### config.mk
export PLATFORM = sky130hd
export DESIGN_NAME = sms_inv_bank
export DESIGN_NICKNAME = d
export VERILOG_FILES = /design/src/rtl/sms_pkg.sv /design/src/rtl/sms_delay_line.sv /design/src/rtl/sms_inv_bank.sv
export SDC_FILE = /design/constraint.sdc
export NUM_CORES = 1
export LEC_CHECK = 0
export CAP_MARGIN = 20
export CORE_ASPECT_RATIO = 1.25
export CORE_UTILIZATION = 23
export DETAILED_ROUTE_END_ITERATION = 6
export DONT_BUFFER_PORTS = 1
export PLACE_DENSITY_LB_ADDON = 0.05
export SYNTH_ARGS = -nofsm -noshare
export SYNTH_HDL_FRONTEND = slang
export SYNTH_SLANG_ARGS = --single-unit
### constraint.sdc
create_clock -name clk -period 1.76 [get_ports clk]
set_input_delay 0.528 -clock clk [delete_from_list [all_inputs] [get_ports clk]]
set_output_delay 0.528 -clock clk [all_outputs]
set_load 0.02 [all_outputs]
### src/rtl/sms_pkg.sv
// Shared definitions for the sms_inv_bank inverter/trigger bank.
// Latency: none (types, constants and pure functions only).
// Backpressure: none.
package sms_pkg;

  // Per-channel operating mode, one bit per channel on the mode port.
  typedef enum logic {
    SMS_MODE_INV  = 1'b0,
    SMS_MODE_TRIG = 1'b1
  } sms_mode_e;

  // Deepest supported delay line; also sizes the fill counter.
  localparam int SMS_DELAY_MAX = 8;

  // Floating-input test: true only for a high-impedance bit.
  // The 0/1 exclusions come first so a two-state evaluation, where no
  // z can exist, folds to a plain false.
  function automatic logic is_z(input logic x);
    return (x !== 1'b0) && (x !== 1'b1) && (x === 1'bz);
  endfunction

  // Pull-up read of a gate input: 1 and z read as 1; 0 and x read as 0.
  function automatic logic ipu(input logic x);
    return (x === 1'b1) || is_z(x);
  endfunction

endpackage

### src/rtl/sms_delay_line.sv
// Fixed-depth shift pipeline carrying one bit per channel.
// Latency: exactly DELAY clocks from din to dout.
// Backpressure: none; advances every clock, async reset empties all stages.
//
// Ports:
//   clk, rst_n : clock and asynchronous active-low reset
//   din        : WIDTH-bit value entering stage 0
//   dout       : WIDTH-bit value of the last stage
module sms_delay_line #(
  parameter int WIDTH = 4,
  parameter int DELAY = 2
) (
  input  logic             clk,
  input  logic             rst_n,
  input  logic [WIDTH-1:0] din,
  output logic [WIDTH-1:0] dout
);

  logic [WIDTH-1:0] stg [DELAY];

  always_ff @(posedge clk or negedge rst_n) begin
    if (!rst_n) begin
      for (int i = 0; i < DELAY; i++) begin
        stg[i] <= '0;
      end
    end else begin
      stg[0] <= din;
      for (int i = 1; i < DELAY; i++) begin
        stg[i] <= stg[i-1];
      end
    end
  end

  assign dout = stg[DELAY-1];

endmodule

### src/rtl/sms_inv_bank.sv
// Bank of 2-input inverter / binary-trigger channels with a delayed output.
// Latency: DELAY clocks from gate inputs to y and dot_or; out_valid after DELAY clocks of reset release.
// Backpressure: none; every clock advances the pipeline unconditionally.
//
// Ports:
//   clk, rst_n  : clock and asynchronous active-low reset
//   in_a, in_b  : per-channel gate inputs, read through a pull-up (z = 1, x = 0)
//   mode        : per-channel mode, 0 = inverter, 1 = binary trigger
//   trig_clr    : synchronous clear of every trigger state, beats a toggle
//   y           : delayed channel values; OC_MASK channels drive 1 or z
//   dot_or      : OR of the delayed channel values (ignores OC_MASK)
//   out_valid   : pipeline has filled since the last reset
//   float_seen  : sticky per-channel z-input flags when built with
//                 SMS_INV_BANK_FLOAT_CHECK_EN, otherwise constant 0
module sms_inv_bank
  import sms_pkg::*;
#(
  parameter int                  CHANNELS = 4,
  parameter int                  DELAY    = 2,
  parameter logic [CHANNELS-1:0] OC_MASK  = '0
) (
  input  logic                clk,
  input  logic                rst_n,
  input  logic [CHANNELS-1:0] in_a,
  input  logic [CHANNELS-1:0] in_b,
  input  logic [CHANNELS-1:0] mode,
  input  logic                trig_clr,
  output logic [CHANNELS-1:0] y,
  output logic                dot_or,
  output logic                out_valid,
  output logic [CHANNELS-1:0] float_seen
);

  localparam int CNT_W = $clog2(SMS_DELAY_MAX + 1);

  logic [CHANNELS-1:0] g;
  logic [CHANNELS-1:0] g_q;
  logic [CHANNELS-1:0] t;
  logic [CHANNELS-1:0] t_d;
  logic [CHANNELS-1:0] trig_sel;
  logic [CHANNELS-1:0] v;
  logic [CHANNELS-1:0] last;
  logic [CNT_W-1:0]    fill_cnt;

  // Gate: a channel is active when either input reads low.
  always_comb begin
    g        = '0;
    trig_sel = '0;
    for (int n = 0; n < CHANNELS; n++) begin
      g[n]        = ~ipu(in_a[n]) | ~ipu(in_b[n]);
      trig_sel[n] = (mode[n] == SMS_MODE_TRIG);
    end
  end

  // Trigger next state: toggles only on a rising gate edge in trigger
  // mode, so inverter-mode channels keep their trigger state untouched.
  // The clear is applied last so it wins over a coincident toggle.
  always_comb begin
    t_d = t ^ (g & ~g_q & trig_sel);
    if (trig_clr) begin
      t_d = '0;
    end
  end

  // The trigger value entering the pipeline is the post-edge state, so a
  // toggle shows up on y the same DELAY clocks after its edge as an
  // inverter change does.
  always_comb begin
    v = '0;
    for (int n = 0; n < CHANNELS; n++) begin
      v[n] = trig_sel[n] ? t_d[n] : g[n];
    end
  end

  always_ff @(posedge clk or negedge rst_n) begin
    if (!rst_n) begin
      g_q <= '0;
      t   <= '0;
    end else begin
      g_q <= g;
      t   <= t_d;
    end
  end

  sms_delay_line #(
    .WIDTH (CHANNELS),
    .DELAY (DELAY)
  ) u_delay (
    .clk   (clk),
    .rst_n (rst_n),
    .din   (v),
    .dout  (last)
  );

  // Fill counter saturates at DELAY; it only restarts on reset, which is
  // also the only event that empties the pipeline.
  always_ff @(posedge clk or negedge rst_n) begin
    if (!rst_n) begin
      fill_cnt <= '0;
    end else if (fill_cnt != CNT_W'(DELAY)) begin
      fill_cnt <= fill_cnt + CNT_W'(1);
    end
  end

  assign out_valid = (fill_cnt == CNT_W'(DELAY));
  assign dot_or    = |last;

  for (genvar n = 0; n < CHANNELS; n++) begin : g_out
    if (OC_MASK[n]) begin : g_oc
      assign y[n] = last[n] ? 1'b1 : 1'bz;
    end else begin : g_pp
      assign y[n] = last[n];
    end
  end

`ifdef SMS_INV_BANK_FLOAT_CHECK_EN
  logic [CHANNELS-1:0] z_in;
  logic [CHANNELS-1:0] float_q;

  always_comb begin
    z_in = '0;
    for (int n = 0; n < CHANNELS; n++) begin
      z_in[n] = is_z(in_a[n]) | is_z(in_b[n]);
    end
  end

  always_ff @(posedge clk or negedge rst_n) begin
    if (!rst_n) begin
      float_q <= '0;
    end else begin
      float_q <= float_q | z_in;
    end
  end

  assign float_seen = float_q;
`else
  assign float_seen = '0;
`endif

endmodule

; ---- Word level (Yosys, flattened, before mapping)
; Index checks and enable logic that the tools add are counted.
; W data, S select, Z words.
[totals]
regBits = 20
input_bits = 15
out_inout_bits = 10
wordCells = 86
[classes]
n_addsub = 1
n_eq_ne = 34
n_mux = 5
n_bitwise = 16
n_reduce_logical = 25
[op_table]
columns = cell, count
row1 = $eqx A1 B1 Y1 const B, 16
row2 = $logic_and A1 B1 Y1, 16
row3 = $nex A1 B1 Y1 const B, 16
row4 = $and A4 B4 Y4, 2
row5 = $logic_or A1 B1 Y1, 8
row6 = $not A1 Y1, 8
row7 = $add A4 B1 Y4 const B, 1
row8 = $eq A4 B2 Y1 const B, 1
row9 = $mux W1, 4
row10 = $mux W4, 1
row11 = $ne A4 B2 Y1 const B, 1
row12 = $not A4 Y4, 1
row13 = $or A1 B1 Y1, 4
row14 = $reduce_or A4 Y1, 1
row15 = $xor A4 B4 Y4, 1

; ---- Longest topological paths before layout
[depth]
ltp_word = 11
mapped_depth = 5
mapped_depth_nobuf = 5

; ---- Cells and area by module
; Synthesis repeated with hierarchy kept, for this count alone.
[unflattened]
cells_unflattened = 83
hier_area_um2 = 900.9
[modules_own_cells]
columns = module, n_inst, cells_each, area_per_inst_um2
row1 = sms_inv_bank, 1, 71, 670.6
row2 = sms_delay_line, 1, 12, 230.2

; ---- Least setup slack after synthesis
; OpenSTA, ideal clock, no wires.
[synth_path]
path_type = register to output
start = reg u_delay.stg, in the netlist u_delay.dout[1]
end = out dot_or
arrival_time_ns = 0.982
required_ns = 1.232
setup_slack_ns = 0.250
path_stages_with_launch = 2
cell_sequence = dfrtp_1 > or4_1
[synth_via]
elab_chain_cells = 1
[synth_lines]
columns = item, line_no
row1 = start: declaration, sms_delay_line.sv:19  ; logic [WIDTH-1:0] stg [DELAY];
row2 = start signal: indexed assignment, sms_delay_line.sv:29  ; stg[i] <= stg[i-1];
row3 = $reduce_or A4 Y1, sms_inv_bank.sv:106  ; assign dot_or = |last;
row4 = end: declaration, sms_inv_bank.sv:29  ; output logic dot_or,
; Every way passes these cells.

; ---- Worst setup path after layout
[layout_path]
start = reg u_delay.stg, in the netlist u_delay.dout[0]
end = out dot_or
; Same word-level chain as after synthesis.

==> results.py <==
metrics = {
    "outcome": {
        "status": "finished, final reports clean",
    },
    "layout": {
        "drive_gt1_frac": 0.190,
        "final_common_cell": "dfrtp_1",
        "final_cell_area_um2": 1030,
        "nets": 102,
        "fin_util": 0.271,
        "syn_to_final_growth_pct": 12.0,
        "diodes": 0,
        "layout_common_cells": "20 x dfrtp_1, 9 x a21oi_1, 5 x nand2b_1, 5 x inv_1, 5 x xnor2_1",
    },
    "floorplan": {
        "initial_core_util": 0.242,
        "ios": 25,
        "die_w_um": 58.5,
        "core_area_um2": 3780,
        "die_y_um": 72.6,
        "die_area_um2": 4250,
        "rows": 25,
    },
    "worst_setup_path": {
        "path_class": "reg -> out",
        "r2r_end": "fill_cnt[1]",
        "rrSetupSlack_ns": 0.55,
        "crit_required_ns": 1.23,
        "start_kind": "flip-flop",
        "cpPeakStageDelay_ns": 0.58,
        "cp-end-kind": "output port",
        "reg2reg_depth": 5,
        "cp_cell_sequence": "or4_4",
        "cp_max_fo": 2,
        "arrival_ns": 1.21,
        "crit_family": "simple AND/OR/NAND/NOR gates",
        "crit_buf_inv": 0,
        "regToRegStartpoint": "fill_cnt[0]",
        "cpMaxStageDelayCell": "or4_4",
    },
    "synth": {
        "synthFlopType": "dfrtp_1",
        "synth_edf_count": 0,
        "netlist-cell-type-count": 23,
        "synthCells": 82,
        "synth_top_area_frac": 0.546,
        "synth_seq_area_share": 0.546,
        "synth.avg_cell_area_um2": 11.2,
        "yosysWarnings": 0,
        "synth_area_leaders": "dfrtp_1 55%, buf_4 6.5%, a21oi_1 4.9%, xnor2_1 4.8%, nand2b_1 3.4%",
        "postSynth.asyncResetShare": 1.00,
        "synth-seq-cells": 20,
        "synth_top_area_cell": "dfrtp_1",
        "netlist_area_um2": 917,
    },
    "timing": {
        "holdWs_ns": 0.324,
        "worstMarginPinSlew_ns": 0.938,
        "period_minus_slack_ns": 1.74,
        "clock_skew_ns": 0.000957,
        "finalSetupViolations": 0,
        "clock.fmax_ghz": 0.574,
        "hold_violations": 0,
        "max_slew_margin": 0.373,
        "finalCritPeriodShare": 0.990,
        "drv_slew": 0,
        "rsz0062_at_grt": "true",
        "timing.final.ws_setup_ns": 0.0181,
    },
    "min_path": {
        "hp-class": "in -> reg",
        "hold_end": "t[2]",
        "holdPathStages": 1,
        "hold_start": "trig_clr",
    },
    "detailed_routing": {
        "totalWireLength_mm": 1.53,
        "dr.pass1.iters": 2,
        "wl_per_cell_um": 11.1,
        "postRouteAntennaNets": 0,
        "drt_iter0_markers": 14,
        "vias_per_cell": 3.95,
        "drcViolationCount": 0,
        "via_count": 545,
    },
    "place": {
        "dpl_cell_area_um2": 953,
        "io_buffers": 0,
        "gp_congestion": 0.661,
        "preCtsSetupSlack_ns": 0.232,
        "dp_hpwl_mm": 1.12,
    },
    "flow_run": {
        "maxCapViolCount": 0,
    },
    "clocking": {
        "cts_tree": "done",
        "htreeDepth": 1,
        "insertion_delay_ns": 0.25,
        "clock-sinks": 20,
        "clkTransAtPathRegs_ns": 0.07,
        "numCtsBuffers": 3,
        "cts_root_buffer": "clkbuf_8",
        "clockBufferDepth": 2,
    },
    "power": {
        "vdd_drop_max_mv": 0.185,
        "powerDensity_nw_per_um2": 905,
        "leakage_nw": 0.439,
    },
    "global_route": {
        "grt_start_max_net_pins": 21,
        "track_usage": 0.0823,
        "grt_pass1_wl_mm": 2.53,
        "overflow": 0,
        "antenna_found_initial": 0,
        "grt_pass1_vias": 561,
    },
}
==> worst max-delay path by stage <==
stage / slack (ns) / startpoint / depth (start not counted) / end
after detailed placement: 0.23 / u_delay.dout[1] / 1 / dot_or
after floorplan: 0.25 / u_delay.dout[1] / 1 / dot_or
after global placement: 0.24 / u_delay.dout[1] / 1 / dot_or
after global routing: -0.02 / fill_cnt[0] / 4 / out_valid
after CTS: 0.001 / u_delay.dout[1] / 1 / dot_or
final: 0.02 / u_delay.dout[0] / 1 / dot_or
==> kinds of logic after synthesis <==
group | count (synthesis) | share of synthesized area
mux | 2 | 0.0218
flops | 20 | 0.546
fa+ha+maj | 2 | 0.0273
compound gates | 17 | 0.105
xor+xnor | 5 | 0.0477
buf+inv | 14 | 0.0914
other cells | 1 | 0.00409
simple gates | 21 | 0.157
==> metal layers <==
layer / vias to the layer above / part of all wire / GRT usage
li1: 272 / - / -
met1: 258 / 0.46 / 0.104
met2: 13 / 0.47 / 0.125
met3: 2 / 0.048 / 0.0177
met4: 0 / 0.012 / 0.0556
met5: - / 0 / 0
==> area by class of cell <==
class | instances | area [um^2]
clock buffer | 4 | 55.1
timing repair buffer | 4 | 32.5
inverter | 5 | 18.8
multi-input combinational | 51 | 353
tap | 54 | 67.6
sequential | 20 | 500
fill | 409 | 2760
==> Yosys cell counts (2+ instances only) <==
master	number
a21oi_1	9
and2_4	3
and4_2	3
buf_4	8
dfrtp_1	20
ha_1	2
inv_1	5
mux2i_1	2
nand2_1	2
nand2b_1	5
o21ai_0	3
o22ai_1	3
or3_1	3
xnor2_1	5
==> stage by stage <==
| stage | setup TNS [ns] | instances | total power, mW |
|---|---|---|---|
| 3_5_place_dp | 0 | 133 | 0.580 |
| 6_report | 0 | 138 | 0.930 |
| 4_1_cts | 0 | 138 | 0.955 |
| 2_1_floorplan | 0 | 85 | 0.583 |
| 5_1_grt | -0.0353 | 138 | 0.981 |
| 3_3_place_gp | 0 | 133 | 0.580 |
==> registers in the layout (all words and copies together), names as in the netlist <==
name / flops
u_delay.stg: 4
g_q: 4
fill_cnt: 4
u_delay.dout: 4
t: 4
==> power breakdown <==
part / internal (mW) / switching (mW) / leakage [nW] / total [mW]
clock network: 0.199 / 0.149 / 0.0288 / 0.347
logic: 0.0355 / 0.0463 / 0.169 / 0.0819
registers: 0.485 / 0.0157 / 0.242 / 0.501
total: 0.719 / 0.211 / 0.439 / 0.930
==> what timing repair did <==
item | CTS | global route
setup buffers | 0 | 0
pin swaps | 0 | 1
setup endpoints to repair | 2 | 2
hold endpoints to repair | 20 | 0
gates resized for setup | 2 | 0
hold buffers | 1 | 0
Note: power is estimated with default switching activity, not from simulation.
